<file path="src/rtl/writeback_nlane.sv">
//==============================================================================
// Module      : writeback_nlane
// Description : N-lane registered writeback stage. It squashes lanes that are
//               younger than the oldest redirect and arbitrates that redirect
//               into a single pending redirect slot for the front end.
// Revision    : 1.0 - initial release
//==============================================================================
`default_nettype none

module writeback_nlane #(
    parameter int LANES = 2,
    parameter int XLEN  = 64,
    parameter int SB_W  = 4
) (
    input  logic                        clk,
    input  logic                        rst_n,
    input  logic [LANES-1:0]            wb_valid_i,
    input  logic [5*LANES-1:0]          wb_rd_i,
    input  logic [XLEN*LANES-1:0]       wb_value_i,
    input  logic [(SB_W+1)*LANES-1:0]   wb_sid_i,
    input  logic [LANES-1:0]            wb_redirect_i,
    input  logic [XLEN*LANES-1:0]       wb_redirect_pc_i,
    input  logic [LANES-1:0]            stall_i,
    input  logic [LANES-1:0]            flush_i,
    input  logic                        flush_all_i,
    output logic [LANES-1:0]            wb_valid_o,
    output logic [5*LANES-1:0]          wb_rd_o,
    output logic [XLEN*LANES-1:0]       wb_value_o,
    output logic [(SB_W+1)*LANES-1:0]   wb_sid_o,
    output logic                        redirect_valid_o,
    input  logic                        redirect_ready_i,
    output logic [XLEN-1:0]             redirect_pc_o,
    output logic [SB_W:0]               redirect_sid_o
);

    localparam int SID_W = SB_W + 1;

    // Age order of scoreboard ids: the wrap bit flips the sense of the index compare.
    function automatic logic sid_older(input logic [SID_W-1:0] a, input logic [SID_W-1:0] b);
        if (a[SB_W] == b[SB_W]) begin
            return a[SB_W-1:0] < b[SB_W-1:0];
        end
        return a[SB_W-1:0] > b[SB_W-1:0];
    endfunction

    logic [LANES-1:0]             valid_q;
    logic [LANES-1:0]             redir_q;
    logic [LANES-1:0][4:0]        rd_q;
    logic [LANES-1:0][XLEN-1:0]   value_q;
    logic [LANES-1:0][SID_W-1:0]  sid_q;
    logic [LANES-1:0][XLEN-1:0]   pc_q;

    logic                         pend_valid_q, pend_valid_d;
    logic [XLEN-1:0]              pend_pc_q,    pend_pc_d;
    logic [SID_W-1:0]             pend_sid_q,   pend_sid_d;

    logic                         cand_found;
    logic [SID_W-1:0]             cand_sid;
    logic [XLEN-1:0]              cand_pc;
    logic                         accept;

    always_ff @(posedge clk) begin
        if (!rst_n) begin
            valid_q <= '0;
            redir_q <= '0;
            rd_q    <= '0;
            value_q <= '0;
            sid_q   <= '0;
            pc_q    <= '0;
        end else begin
            for (int l = 0; l < LANES; l++) begin
                if (flush_all_i || flush_i[l]) begin
                    valid_q[l] <= 1'b0;
                    redir_q[l] <= 1'b0;
                end else if (wb_valid_i[l]) begin
                    valid_q[l] <= 1'b1;
                    redir_q[l] <= wb_redirect_i[l];
                    rd_q[l]    <= wb_rd_i[l*5 +: 5];
                    value_q[l] <= wb_value_i[l*XLEN +: XLEN];
                    sid_q[l]   <= wb_sid_i[l*SID_W +: SID_W];
                    pc_q[l]    <= wb_redirect_pc_i[l*XLEN +: XLEN];
                end else if (!stall_i[l]) begin
                    valid_q[l] <= 1'b0;
                    redir_q[l] <= 1'b0;
                end
            end
        end
    end

    // Strict compare while scanning upward, so equal sids resolve to the lower lane.
    always_comb begin
        cand_found = 1'b0;
        cand_sid   = '0;
        cand_pc    = '0;
        for (int l = 0; l < LANES; l++) begin
            if (valid_q[l] && redir_q[l] && !flush_i[l]) begin
                if (!cand_found || sid_older(sid_q[l], cand_sid)) begin
                    cand_found = 1'b1;
                    cand_sid   = sid_q[l];
                    cand_pc    = pc_q[l];
                end
            end
        end
    end

    always_comb begin
        wb_valid_o = '0;
        wb_rd_o    = '0;
        wb_value_o = '0;
        wb_sid_o   = '0;
        for (int l = 0; l < LANES; l++) begin
            wb_valid_o[l] = valid_q[l] & ~flush_i[l] & ~flush_all_i
                          & ~(cand_found & sid_older(cand_sid, sid_q[l]));
            wb_rd_o[l*5 +: 5]            = rd_q[l];
            wb_value_o[l*XLEN +: XLEN]   = value_q[l];
            wb_sid_o[l*SID_W +: SID_W]   = sid_q[l];
        end
    end

    assign accept = pend_valid_q & redirect_ready_i;

    always_comb begin
        pend_valid_d = pend_valid_q;
        pend_pc_d    = pend_pc_q;
        pend_sid_d   = pend_sid_q;
        if (flush_all_i) begin
            pend_valid_d = 1'b0;
        end else if (cand_found && (!pend_valid_q || accept)) begin
            pend_valid_d = 1'b1;
            pend_pc_d    = cand_pc;
            pend_sid_d   = cand_sid;
        end else if (cand_found && sid_older(cand_sid, pend_sid_q)) begin
            pend_valid_d = 1'b1;
            pend_pc_d    = cand_pc;
            pend_sid_d   = cand_sid;
        end else if (accept) begin
            pend_valid_d = 1'b0;
        end
    end

    always_ff @(posedge clk) begin
        if (!rst_n) begin
            pend_valid_q <= 1'b0;
            pend_pc_q    <= '0;
            pend_sid_q   <= '0;
        end else begin
            pend_valid_q <= pend_valid_d;
            pend_pc_q    <= pend_pc_d;
            pend_sid_q   <= pend_sid_d;
        end
    end

    assign redirect_valid_o = pend_valid_q;
    assign redirect_pc_o    = pend_pc_q;
    assign redirect_sid_o   = pend_sid_q;

endmodule

`default_nettype wire

</file>
<file path="config.mk">
export PLATFORM = sky130hd
export DESIGN_NAME = writeback_nlane
export DESIGN_NICKNAME = d
export VERILOG_FILES = /design/src/rtl/writeback_nlane.sv
export SDC_FILE = /design/constraint.sdc
export NUM_CORES = 1
export LEC_CHECK = 0
export CELL_PAD_IN_SITES_DETAIL_PLACEMENT = 1
export CELL_PAD_IN_SITES_GLOBAL_PLACEMENT = 2
export CORE_MARGIN = 10
export CORE_UTILIZATION = 24
export CTS_CLUSTER_DIAMETER = 100
export CTS_CLUSTER_SIZE = 28
export DETAILED_ROUTE_END_ITERATION = 7
export GPL_TIMING_DRIVEN = 0
export HOLD_SLACK_MARGIN = 0.12
export PLACE_DENSITY_LB_ADDON = 0.1
export SLEW_MARGIN = 15
export SYNTH_ARGS = -nofsm -noshare
export SYNTH_HDL_FRONTEND = slang
export SYNTH_SLANG_ARGS = --single-unit
</file>
<file path="constraint.sdc">
create_clock -name clk -period 5.3 [get_ports clk]
set_input_delay 0.53 -clock clk [delete_from_list [all_inputs] [get_ports clk]]
set_output_delay 0.53 -clock clk [all_outputs]
set_load 0.05 [all_outputs]
</file>
==> flow_metrics.env <==
export IMPL_synth_compound_area_share_pct=17.23
export IMPL_power_w=0.005234
export IMPL_wl_per_cell_um=21.22
export IMPL_synthAdderAreaFrac_pct=1.184
export IMPL_ys_seq_area_share_pct=50.98
export IMPL_drtIter0Drc=478
export IMPL_worstPathRequired_ns=4.77
export IMPL_grt_ovfl_total=0
export IMPL_ys_flop_type="dfxtp_1"
export IMPL_die_area_sq_um=67230
export IMPL_tritoncts="done"
export IMPL_gp_congestion=0.8137
export IMPL_yosys_area_top_type="dfxtp_1"
export IMPL_synth_most_common_cell="nand2_1"
export IMPL_post_place_cells=3108
export IMPL_p_leak_nw=6.736
export IMPL_drive_gt1_share_pct=3.269
export IMPL_multi_input_area_sq_um=6167
export IMPL_cp_data_arrival_time_ns=4.59
export IMPL_avgViaCountPerCell=4.549
export IMPL_critPathKind="flip-flop to primary output"
export IMPL_fin_crit_sh_pct=96.66
export IMPL_synthArstFlopShare_pct=0
export IMPL_drc=0
export IMPL_cts_num_sinks=350
export IMPL_ys_types=43
export IMPL_path_delay_family="compound AO/OA/AOI/OAI gates"
export IMPL_max_stage_delay_ns=0.38
export IMPL_syn2layout_area_growth_pct=49.43
export IMPL_core_sq_um=56500
export IMPL_die_y_um=259.3
export IMPL_track_usage_pct=18.90
export IMPL_fillers=6783
export IMPL_numCtsBuffers=19
export IMPL_rows=87
export IMPL_fin_skew_ns=0.03844
export IMPL_setup_viol_count_final=0
export IMPL_drtPass1Iterations=4
export IMPL_synth_enable_flop_cells=0
export IMPL_slowest_stage="ha_2"
export IMPL_clkTransAtPathRegs_ns=0.11
export IMPL_yosys_area_share_simple_pct=25.40
export IMPL_ys_warnings_count=0
export IMPL_via_count=14320
export IMPL_max_cap_violations=0
export IMPL_cp_start_kind="flip-flop"
export IMPL_cts_max_level=1
export IMPL_synth_area_sq_um=13740
export IMPL_fin_crit_ns=5.123
export IMPL_crit_path_end_kind="primary output"
export IMPL_initial_core_util_pct=24.33
export IMPL_hpwl_mm=52.41
export IMPL_hold_class="input port to flip-flop"
export IMPL_max_freq_mhz=195.2
export IMPL_grt_max_degree=29
export IMPL_antenna_found_initial=13
export IMPL_dieWidth_um=259.3
export IMPL_final_max_slew_viol_count=0
export IMPL_regArea_sq_um=7009
export IMPL_nNetsFinal=2677
export IMPL_tightest_slew_ns=1.012
export IMPL_synth_xor_area_share_pct=0.4279
export IMPL_io_buffers=506
export IMPL_post_place_ws_ns=-2.670
export IMPL_synth_top_family_by_area="simple AND/OR/NAND/NOR gates"
export IMPL_slew_headroom_pct=32.56
export IMPL_hold_viol=0
export IMPL_ys_top_cells_by_area="dfxtp_1, nand2_1, a21oi_1"
export IMPL_netlist_instances=1846
export IMPL_final_cells=3147
export IMPL_power_density_nw_per_um2=254.9
export IMPL_outcome="complete, no violations"
export IMPL_wl_mm=66.79
export IMPL_synth_mux_area_share_pct=0.1457
export IMPL_synth_fp_nets=2147
export IMPL_cts_root_buf="clkbuf_16"
export IMPL_worst_slack_ns=0.1770
export IMPL_crit_buf_inv=4
export IMPL_critPathMaxFanout=10
export IMPL_irDropWorstVdd_mv=0.1832
export IMPL_clk_latency_ns=0.57
export IMPL_netlist_area_leader_share_pct=50.98
export IMPL_ys_ff_latch=350
export IMPL_ios=508
export IMPL_grt_pass1_wl_mm=96.70
export IMPL_grt_pass1_vias=14990
export IMPL_syn_avg_cell_area_sq_um=7.445
export IMPL_clockBufferDepth=3
export IMPL_worstPathCellList="and3b_2 > buf_8 > clkbuf_16 > nand2_1 > ha_2 > o21ai_0 > a21oi_1 > o31ai_2 > o21a_4 > buf_4 > nand2_1 > o21ai_4 > ha_1 > a21o_1 > a21oi_4 > nor2b_1 > a21oi_1 > nor2_1 > o21ai_1 > a21oi_2 > nor2_2 > buf_6"
export IMPL_yosys_top_cells_count="nand2_1, a21oi_1, dfxtp_1, nand3_1, clkbuf_1"
export IMPL_antenna_left=0
state kept, by name (all words and copies together) (netlist names):
signal and cells:
pc_q 128, redir_q 2, redirect_pc_o 64, redirect_sid_o 5, redirect_valid_o 1, valid_q 2, wb_rd_o 10, wb_sid_o 10
wb_value_o 128
repair_timing:
action	CTS	global route
gates resized for setup	33	9
hold buffers	0	0
setup endpoints to repair	71	24
pin swaps	2	3
setup buffers	3	1
cells in the final DEF, fill, tap and decap left out, types with 2 or more instances in the layout:
cell type / Yosys / layout
a211oi_1: 2 / 2
a21o_1: 3 / 3
a21oi_1: 354 / 351
a21oi_2: 0 / 2
a31oi_1: 2 / 2
and2_1: 6 / 6
buf_1: 19 / 19
buf_2: 8 / 7
buf_4: 1 / 6
buf_6: 2 / 3
clkbuf_1: 121 / 118
clkbuf_16: 0 / 20
clkbuf_2: 0 / 3
clkdlybuf4s50_1: 0 / 503
clkinv_2: 0 / 2
dfxtp_1: 350 / 348
dfxtp_2: 0 / 2
diode_2: 0 / 5
ha_1: 13 / 11
inv_1: 11 / 11
mux2i_1: 2 / 2
nand2_1: 693 / 693
nand2b_1: 3 / 3
nand3_1: 132 / 132
nand4_1: 3 / 3
nor2_1: 14 / 12
nor2_2: 1 / 3
nor2b_1: 3 / 3
nor3_1: 7 / 7
o211ai_1: 4 / 4
o21ai_1: 55 / 57
o21ai_2: 10 / 11
o31ai_1: 4 / 3
xnor2_1: 2 / 2
xor2_1: 2 / 2
layer usage:
layer	track usage [%]	wire, um	vias to the layer above
met1	21.97	27760	6796
met2	33.87	33600	282
li1	-	-	7144
met4	4.905	1478	16
met3	4.762	3856	77
met5	0	92	-
worst reg2reg max path: cells and delay by family, from the launching register on:
family,cells,cell delay (ns)
compound gates,9,1.77
xor+xnor,1,0.27
fa+ha+maj,2,0.68
buf+inv,6,1.08
flops,1,0.36
simple gates,4,0.67
logic make-up after synthesis:
| logic type | after synthesis |
|---|---|
| mux | 2 |
| fa+ha+maj | 13 |
| xor+xnor | 5 |
| flops | 350 |
| compound gates | 447 |
| buf+inv | 162 |
| simple gates | 867 |
report_power, final:
group | internal [W] | switching [W]
Sequential | 0.00270 | 0.0000398
Combinational | 0.000308 | 0.000384
Clock | 0.000758 | 0.00105
layout make-up:
cell class	instances	area share, %
inverter	11	0.2011
clock buffer	22	2.370
multi-input combinational	1334	30.03
antenna	5	0.06093
sequential	350	34.13
buffer	150	3.071
clock inverter	9	0.6946
tap	756	4.606
timing repair buffer	510	24.83
stage by stage:
stage | util, % | instance area (sq um) | setup TNS (ns) | hold WS (ns)
after floorplan | - | 13750 | 0 | 0.4366
after global placement | 34.97 | 19760 | -149.78 | 0.4393
after detailed placement | 34.97 | 19760 | -158.04 | 0.4424
after CTS | 36.25 | 20480 | 0 | 0.4599
after global routing | 36.35 | 20530 | -0.04261 | 0.2484
final | 36.35 | 20540 | 0 | 0.2539
path summary, 6_finish.rpt:
path,endpoint,cells after the start,slack [ns],startpoint
worst min-delay path,redir_q[0]$_SDFFE_PP0P_,2,0.25,flush_i[0]
worst max-delay path,wb_valid_o[1],22,0.18,redir_q[0]$_SDFFE_PP0P_
worst min register to register,redirect_pc_o[36]$_SDFFE_PN0P_,2,0.45,redirect_pc_o[36]$_SDFFE_PN0P_
worst max register to register,redirect_pc_o[62]$_SDFFE_PN0P_,22,0.40,redir_q[0]$_SDFFE_PP0P_
Power figures use the tool's default switching activity.
